==> src/rtl/alu_operand_sequencer.sv <==
// Sweeps packed ALU operand bytes START_VEC..END_VEC, holds each for SETTLE_CYCLES,
// then offers {operand, result} on a valid/ready port until the consumer accepts it.
module alu_operand_sequencer #(
  parameter int unsigned SETTLE_CYCLES = 2,
  parameter logic [7:0]  START_VEC     = 8'h00,
  parameter logic [7:0]  END_VEC       = 8'hFF
) (
  input  logic        clk,
  input  logic        rst_n,
  input  logic        start,
  input  logic        abort,
  output logic [7:0]  alu_in,
  input  logic [7:0]  alu_out,
  output logic        res_valid,
  input  logic        res_ready,
  output logic [15:0] res_data,
  output logic        busy,
  output logic        done
);

  typedef enum logic [1:0] {
    IDLE   = 2'd0,
    SETTLE = 2'd1,
    VALID  = 2'd2
  } state_t;

  localparam logic [3:0] CNT_RELOAD = 4'(SETTLE_CYCLES - 1);

  state_t      state_q;
  logic [3:0]  cnt_q;
  logic [7:0]  alu_in_q;
  logic        res_valid_q;
  logic [15:0] res_data_q;
  logic        busy_q;
  logic        done_q;

  always_ff @(posedge clk) begin
    if (!rst_n) begin
      state_q     <= IDLE;
      cnt_q       <= 4'd0;
      alu_in_q    <= 8'h00;
      res_valid_q <= 1'b0;
      res_data_q  <= 16'h0000;
      busy_q      <= 1'b0;
      done_q      <= 1'b0;
    end else begin
      done_q <= 1'b0;
      // abort outranks both counter expiry and a same-cycle handshake
      if (abort && (state_q != IDLE)) begin
        state_q     <= IDLE;
        res_valid_q <= 1'b0;
        busy_q      <= 1'b0;
      end else begin
        case (state_q)
          IDLE: begin
            if (start) begin
              alu_in_q <= START_VEC;
              cnt_q    <= CNT_RELOAD;
              busy_q   <= 1'b1;
              state_q  <= SETTLE;
            end
          end
          SETTLE: begin
            if (cnt_q != 4'd0) begin
              cnt_q <= cnt_q - 4'd1;
            end else begin
              res_data_q  <= {alu_in_q, alu_out};
              res_valid_q <= 1'b1;
              state_q     <= VALID;
            end
          end
          VALID: begin
            if (res_ready) begin
              res_valid_q <= 1'b0;
              if (alu_in_q == END_VEC) begin
                done_q  <= 1'b1;
                busy_q  <= 1'b0;
                state_q <= IDLE;
              end else begin
                alu_in_q <= alu_in_q + 8'd1;
                cnt_q    <= CNT_RELOAD;
                state_q  <= SETTLE;
              end
            end
          end
          default: begin
            state_q     <= IDLE;
            res_valid_q <= 1'b0;
            busy_q      <= 1'b0;
          end
        endcase
      end
    end
  end

  assign alu_in    = alu_in_q;
  assign res_valid = res_valid_q;
  assign res_data  = res_data_q;
  assign busy      = busy_q;
  assign done      = done_q;

endmodule

==> config.mk <==
export PLATFORM = sky130hd
export DESIGN_NAME = alu_operand_sequencer
export DESIGN_NICKNAME = d
export VERILOG_FILES = /design/src/rtl/alu_operand_sequencer.sv
export SDC_FILE = /design/constraint.sdc
export NUM_CORES = 1
export LEC_CHECK = 0
export BUFFER_PORTS_ARGS = -buffer_cell sky130_fd_sc_hd__clkbuf_2
export CORE_ASPECT_RATIO = 1.1
export CORE_UTILIZATION = 43
export CTS_BUF_LIST = sky130_fd_sc_hd__clkbuf_16
export DETAILED_ROUTE_END_ITERATION = 10
export PLACE_DENSITY = 0.78
export SYNTH_ARGS = -nofsm -noshare
export SYNTH_HDL_FRONTEND = slang
export SYNTH_SLANG_ARGS = --single-unit
==> constraint.sdc <==
create_clock -name clk -period 1.82 [get_ports clk]
set_clock_uncertainty 0.05 [all_clocks]
set_input_delay 0.273 -clock clk [delete_from_list [all_inputs] [get_ports clk]]
set_output_delay 0.273 -clock clk [all_outputs]
set_load 0.1 [all_outputs]
# ---- Word-level counts from Yosys, hierarchy flattened
# Index checks and enable logic that the tools add are counted.
dict set report classes {
  eq_ne 9
  n_reduce_logical 14
  bitwise 7
  muxes 22
  addsub 2
}
# op n
set ops {}
lappend ops {{two-way mux 8 bit} 3}
lappend ops {{two-way mux 4 bit} 4}
lappend ops {{case mux 8 bit (2 select lines)} 1}
lappend ops {{inequality test 2 bit, second input constant} 6}
lappend ops {{case mux 4 bit (3 select lines)} 1}
lappend ops {{AND reduction 3 bit} 3}
lappend ops {{adder 8 x 1 -> 8 bit, second input constant} 1}
lappend ops {{== test 8 bit, second input constant} 1}
lappend ops {{two-way mux 1 bit} 7}
lappend ops {{inverter 1 bit} 7}
lappend ops {{two-way mux 2 bit} 3}
lappend ops {{case mux 1 bit (3 select lines)} 2}
lappend ops {{case mux 2 bit (3 select lines)} 1}
lappend ops {{AND reduction 6 bit} 1}
lappend ops {{AND reduction 5 bit} 1}
lappend ops {{AND reduction 4 bit} 1}
lappend ops {{nonzero test 2 bit} 2}
lappend ops {{nonzero test 4 bit} 1}
lappend ops {{OR reduction 4 bit} 1}
lappend ops {{subtractor 4 x 1 -> 4 bit, second input constant} 1}
lappend ops {{nonzero test 3 bit} 1}
lappend ops {{== test 2 x 1 -> 1 bit, second input constant} 1}
lappend ops {{== test 2 bit, second input constant} 1}
lappend ops {{logical NOT 2 bit} 1}
lappend ops {{2 further kinds} 2}
dict set report word_totals {
  out_inout_bits 27
  inputBits 13
  ff_bits 33
  elab_cells 61
}

# ---- Depth between registers and ports, before layout
# Gate-level depths: netlist (run 1).
dict set report depth {
  ltp_word 4
  ltp_mapped 7
}

# ---- Least setup slack after synthesis (run 1)
# No wires, ideal clock.
dict set report synth_timing {
  path_type {reg-to-reg}
  from {reg alu_in_q[1], in the netlist alu_in[1]}
  to {reg cnt_q[0]}
  n_path_buf 1
  period_less_slack_ns 2.343
  t_required_ns 1.654
  setup_ns 0.116
  arrival_ns 2.177
  path_stages_with_launch 7
  slack_ns -0.523
  cell_sequence {dfxtp_1 -> ha_1 -> nand4_1 -> nor3_1 -> buf_2 -> o21ai_0 -> o211a_1}
}
dict set report synth_via {
  elab_chain_cells 3
}
# element line
set synth_rtl {}
lappend synth_rtl {{start: declaration} 31} ;# logic [7:0] alu_in_q;
lappend synth_rtl {{start signal: assignment} 80} ;# alu_in_q <= alu_in_q + 8'd1;
lappend synth_rtl {{== test 8 bit} 75} ;# if (alu_in_q == END_VEC) begin
lappend synth_rtl {{inequality test 2 bit (no line)} --}
lappend synth_rtl {{AND reduction 6 bit (no line)} --}
lappend synth_rtl {{end signal: assignment} 65} ;# cnt_q <= cnt_q - 4'd1;
lappend synth_rtl {{end: declaration} 30} ;# logic [3:0] cnt_q;
# No other way between the ends.
# A chain may end at the register's enable or synchronous reset.

# ---- Worst setup path in the final report (run 1)
dict set report layout_timing {
  from {reg cnt_q[0]}
  to {reg cnt_q[0]}
}
dict set report layout_via {
  elab_chain_cells 3
}
# element line
set layout_rtl {}
lappend layout_rtl {{subtractor 4 x 1 -> 4 bit / nonzero test 4 bit (equally long branches)} {65, 64}}
lappend layout_rtl {{two-way mux 4 bit / inequality test 2 bit (equally long branches)} --}
lappend layout_rtl {{case mux 4 bit (3 select lines) / AND reduction 6 bit (equally long branches)} --}
# Several ways; a longest one is shown, not always the timed one. The select of a mux whose other input is x is not followed.

==> flow_summary.ini, run 1 <==
[power_and_ir_drop]
cell_leakage_power_nw = 0.774
power_density_nw_per_um2 = 1000
power.ir.vdd_worst_uv = 641

[finish]
layout-area-overhead-vs-synth_pct = 31.1
diodes_inserted = 0
finalCoreUtilization_pct = 59.2
drive_above_1_share_pct = 32.0
layoutNonFillerInstCount = 273
finalNetCount = 239

[route]
drt_iter0_markers = 38
route.detailed.wl_per_inst_um = 12.2
dr_total_vias = 1486
postRouteAntennaNets = 0
first_pass_iters = 4
routed_wl_um = 3320
detail_route.drc_violations = 0
detail_route.vias_per_cell = 5.44

[setup_path]
critical_path.max_stage_delay_ns = 0.43
crit_type = reg -> reg
worstSetupStartpointType = flop
slowest_stage = sky130_fd_sc_hd__or3b_4
critPathCaptureType = flop
critical_path.cell_chain = inv_1, ha_2, or3b_4, a211oi_4, o21ai_0, o211a_1
cp_max_fo = 5
worst-endpoint-arrival_ns = 1.81
critPathBufInv = 1
path_delay_family = compound AO/OA/AOI/OAI gates
timing.critical_path.required_ns = 1.94

[logic_synthesis]
most_frequent_cell_after_synthesis = sky130_fd_sc_hd__nand2_1
syn_avg_cell_area_um2 = 8.41
ys_async_sr_fraction_pct = 0
postSynthCellCount = 179
yosys_warnings = 0
synth_top_cells_by_area = sky130_fd_sc_hd__dfxtp_1 44%, sky130_fd_sc_hd__nand2_1 9.5%, sky130_fd_sc_hd__a21oi_1 9.3%
synthesis.area_um2 = 1510
synth.distinct_cells = 43
synthDominantAreaCellType = sky130_fd_sc_hd__dfxtp_1
most_numerous_cell_types_in_the_synthesized_netlist = 38 x sky130_fd_sc_hd__nand2_1, 33 x sky130_fd_sc_hd__dfxtp_1, 28 x sky130_fd_sc_hd__a21oi_1, 9 x sky130_fd_sc_hd__o21ai_0, 7 x sky130_fd_sc_hd__nor2_1
synth_ff_type = sky130_fd_sc_hd__dfxtp_1
yosysSeqAreaShare_pct = 43.9
synth_top_area_share_pct = 43.9
ys_ff_latch = 33
syn_nets = 194
synth-edff-count = 0

[cts]
cts-root-to-sink-buffers = 2
worst_setup_hold_path_clk_slew_ns = 0.05
cts.sink_count = 33
h_tree_depth = 2
cts-hold-fix-buffers = 0
clk_latency_ns = 0.28
cts_root_buf = sky130_fd_sc_hd__clkbuf_16
cts-buffers-inserted = 5
tritoncts = done

[sta]
period_share_pct = 92.9
grt_setup_unrepaired = no
worst-slew-pin-transition_ns = 0.547
slew_violations = 0
final-hold-violation-count = 0
setup_viol = 0
worst_slew_margin_rel_pct = 63.7
timing.final.crit_period_ns = 1.69
totalNegativeSetupSlack_ns = 0
fmaxAchievable_mhz = 591

[floorplanning]
ioPinCount = 40
fp.dieW_um = 58.4
num_rows = 22
design.core.area_um2 = 3330
floorplan_die_area_um2 = 3740
initial_core_util_pct = 45.2
die_height_um = 64.1

[global_routing]
largest_net_degree_at_the_start_of_global_routing = 17
gr-usage-all-layers_pct = 19.9
grt_overflow = 0
grt_pass1_vias = 1316
number_of_antenna_violations_at_the_first_check_in_global_routing = 0
grt_first_pass_wirelength_um = 5800

[placed_design]
placed_cells = 265
place.port_buffers = 39
place.gp.congestion = 0.903
post_detail_place_hpwl_um = 2410

[run]
drv_cap = 0

[outcome]
outcome = finished, final reports clean

[min_path]
holdCritPathClass = in -> reg
==> kinds of logic (layout without fill, tap and decap cells) <==
| group | count (synthesis) | after routing | share of synthesized area, % |
|---|---|---|---|
| AOI/OAI and AO/OA | 54 | 54 | 22.0 |
| muxes | 1 | 1 | 0.665 |
| and+or+nand+nor | 75 | 75 | 26.8 |
| DFF | 33 | 33 | 43.9 |
| adders and majority gates | 2 | 2 | 1.66 |
| buffers and inverters | 14 | 60 | 4.99 |
==> routing by layer <==
layer	global-route usage, %	vias up	wire length, um
met5	0	-	0
met4	8.33	0	82
met3	6.07	10	175
met2	31.9	38	1620
met1	24.5	708	1450
li1	-	730	-
==> worst min-delay path: stages <==
cell,delay (ns)
sky130_fd_sc_hd__clkbuf_2,0.08
sky130_fd_sc_hd__nand2_1,0.04
sky130_fd_sc_hd__a21oi_1,0.05
==> placed cells by master (no fill, tap or decap), types with 5 or more instances in the layout <==
master                      netlist  layout
sky130_fd_sc_hd__a21oi_1         28      28
sky130_fd_sc_hd__buf_4            1       8
sky130_fd_sc_hd__clkbuf_16        0       5
sky130_fd_sc_hd__clkbuf_2         0      39
sky130_fd_sc_hd__dfxtp_1         33      25
sky130_fd_sc_hd__inv_1            4       5
sky130_fd_sc_hd__nand2_1         38      38
sky130_fd_sc_hd__nand3_1          5       5
sky130_fd_sc_hd__nor2_1           7       7
sky130_fd_sc_hd__nor3_1           5       5
sky130_fd_sc_hd__o21ai_0          9       9
==> stage by stage <==
| step | setup slack, ns | power (W) | cell area [um2] | hold slack [ns] |
|---|---|---|---|---|
| after floorplan | 0.0577 | 0.00100 | 1530 | 0.359 |
| after global placement | 0.113 | 0.00106 | 1800 | 0.392 |
| after detailed placement | 0.0955 | 0.00106 | 1800 | 0.397 |
| after CTS | 0.0868 | 0.00199 | 1960 | 0.164 |
| after global routing | 0.00755 | 0.00205 | 1970 | 0.182 |
| final | 0.129 | 0.00198 | 1970 | 0.164 |
==> power by group <==
group          switching, W  leakage [nW]  internal, W
sequential        0.0000212         0.272     0.000741
combinational      0.000206         0.419    0.0000893
clock              0.000287        0.0826     0.000634
total              0.000514         0.774      0.00146
==> registers in the layout, summed over array words and instances, names as in the netlist <==
name       cells
res_data      16
alu_in         8
cnt_q          4
done           1
state_q        2
res_valid      1
busy           1
==> layout make-up <==
class	count	area (um2)
repair buffers	48	275
clock inverters	3	37.5
well taps	48	60.1
clock buffers	5	125
flip-flops and latches	33	681
fillers	319	1360
inverters	4	15.0
multi-input cells	132	779
==> final timing paths <==
path                                    from           end  slack (ns)  depth (start not counted)
worst max register to register      cnt_q[0]      cnt_q[0]        0.13                          6
worst max-delay path                cnt_q[0]      cnt_q[0]        0.13                          6
worst min register to register  res_data[12]  res_data[12]        0.40                          2
worst min-delay path              alu_out[0]   res_data[0]        0.16                          3
==> repair_timing <==
action | 4_1_cts | 5_1_grt
buffers inserted | 0 | 0
setup endpoints to repair | 0 | 2
gates resized for setup | 0 | 2
Note: power is estimated with default switching activity, not from simulation.
==> run 2: changes to the inputs <==
CORE_UTILIZATION = 51   (was 43)
PLACE_DENSITY = 0.89   (was 0.78)
clock period = 1.9 ns   (was 1.82 ns; I/O delays follow)
==> run 2 against run 1 <==
Worst hold slack improved by 0.012 ns. Count of clock-buffer cells in the layout unchanged. Total power grew 3.0%. Cell count shrank 7.0%. Sequential share of layout area up 0.48 points. Highest routed layer unchanged. Sequential power shrank 3.7%. Critical path depth did not move. Setup slack better by 0.0071 ns. Combinational power decreased by 7.8%. Largest cell class unchanged.
==> flow_summary.ini, run 2 (same netlist as run 1, synthesis figures left out) <==
[sta]
finalHoldWorstSlack_ns = 0.175
period_share_pct = 92.8
setup_viol = 0
timing.final.crit_period_ns = 1.76
fmaxAchievable_mhz = 567
final-hold-violation-count = 0
grt_setup_unrepaired = no
worst_slew_margin_rel_pct = 50.3
totalNegativeSetupSlack_ns = 0
slew_violations = 0
worst-slew-pin-transition_ns = 0.744

[finish]
layoutNonFillerInstCount = 254
layout_commonest_cell = sky130_fd_sc_hd__clkbuf_2
largest_register_ffs = 16
drive_above_1_share_pct = 31.2
finalCoreUtilization_pct = 69.5
most-common-layout-cells = 39 x sky130_fd_sc_hd__clkbuf_2, 38 x sky130_fd_sc_hd__nand2_1, 28 x sky130_fd_sc_hd__a21oi_1
diodes_inserted = 0
layout-area-overhead-vs-synth_pct = 28.3
finalNetCount = 235

[global_routing]
grt_overflow = 0
gr-usage-all-layers_pct = 23.0
largest_net_degree_at_the_start_of_global_routing = 25
number_of_antenna_violations_at_the_first_check_in_global_routing = 0
grt_pass1_vias = 1245
grt_first_pass_wirelength_um = 5290

[route]
drt_iter0_markers = 18
dr_total_vias = 1469
detail_route.drc_violations = 0
routed_wl_um = 3360
postRouteAntennaNets = 0
route.detailed.wl_per_inst_um = 13.2
first_pass_iters = 4
detail_route.vias_per_cell = 5.78

[cts]
cts-root-to-sink-buffers = 2
clk_latency_ns = 0.28
cts_root_buf = sky130_fd_sc_hd__clkbuf_16
postCtsSetupRepairBufs = 0
cts-buffers-inserted = 5
tritoncts = done
cts.sink_count = 33
h_tree_depth = 2
worst_setup_hold_path_clk_slew_ns = 0.05

[placed_design]
place.gp.congestion = 0.866
placed_cells = 246
place.port_buffers = 39
post_detail_place_hpwl_um = 2300

[min_path]
holdCritPathClass = in -> reg

[power_and_ir_drop]
power_density_nw_per_um2 = 1050
cell_leakage_power_nw = 0.762
power.ir.vdd_worst_uv = 810

[setup_path]
worstSetupStartpointType = flop
critical_path.endpoint = cnt_q[0]
critPathCaptureType = flop
setup.reg_to_reg.worst_slack_ns = 0.14
timing.critical_path.required_ns = 2.02
cp_max_fo = 5
critical_path.reg2reg.endpoint = cnt_q[0]
startpoint = cnt_q[0]
crit-reg2reg-launch = cnt_q[0]
crit_type = reg -> reg
r2r.worst_path.cells = 6
worst-endpoint-arrival_ns = 1.88

[floorplanning]
initial_core_util_pct = 54.2
design.core.area_um2 = 2780
floorplan_die_area_um2 = 3170
die_height_um = 59.0
num_rows = 20
ioPinCount = 40
fp.dieW_um = 53.8

[outcome]
outcome = finished, final reports clean

[run]
drv_cap = 0
[run 2: area by class of cell]
type / instances / area [um2]
fillers: 222 / 846
multi-input cells: 132 / 777
flip-flops and latches: 33 / 676
repair buffers: 44 / 233
clock buffers: 5 / 125
clock inverters: 3 / 65.1
well taps: 33 / 41.3
inverters: 4 / 15.0
[run 2: metal layers]
layer,routed length [um],GRT usage [%],share of wire [%]
met5,0,0,0
met4,83,11.7,2.5
met3,170,6.15,5.1
met2,1680,38.6,50
met1,1420,26.0,42
[run 2: what timing repair did]
item | in CTS | in global routing
hold buffers | 0 | 0
endpoints found under the setup margin | 0 | 3
hold endpoints to repair | 0 | 0
resized for setup | 0 | 1
[run 2: critical path, cell delays in order (launching register included)]
cell and delay [ns]:
sky130_fd_sc_hd__dfxtp_1 0.31, sky130_fd_sc_hd__inv_1 0.09, sky130_fd_sc_hd__ha_1 0.21, sky130_fd_sc_hd__or3b_4 0.44
sky130_fd_sc_hd__a211oi_4 0.28, sky130_fd_sc_hd__o21ai_0 0.14, sky130_fd_sc_hd__o211a_1 0.14
[run 2: worst min path at each step]
stage	slack [ns]	startpoint	to	depth (start not counted)
floorplan	0.37	alu_out[0]	res_data[0]	2
global placement	0.39	res_data[1]	res_data[1]	2
detailed placement	0.40	res_data[12]	res_data[12]	2
CTS	0.17	alu_out[7]	res_data[7]	3
global route	0.18	alu_out[7]	res_data[7]	3
finish	0.18	alu_out[7]	res_data[7]	3
[run 2: where the power goes]
| group | internal (W) | switching [W] | total [W] |
|---|---|---|---|
| Sequential | 0.000712 | 0.0000223 | 0.000734 |
| Clock | 0.000748 | 0.000284 | 0.00103 |
| Combinational | 0.0000778 | 0.000194 | 0.000272 |
| Total | 0.00154 | 0.000500 | 0.00204 |
[run 2: through the flow]
stage,setup slack (ns),cell area [um2],total power [W]
finish,0.136,1930,0.00204
global route,0.0260,1930,0.00211
CTS,0.0852,1920,0.00205
detailed placement,0.0958,1730,0.00101
global placement,0.177,1730,0.00101
floorplan,0.0634,1520,0.000964
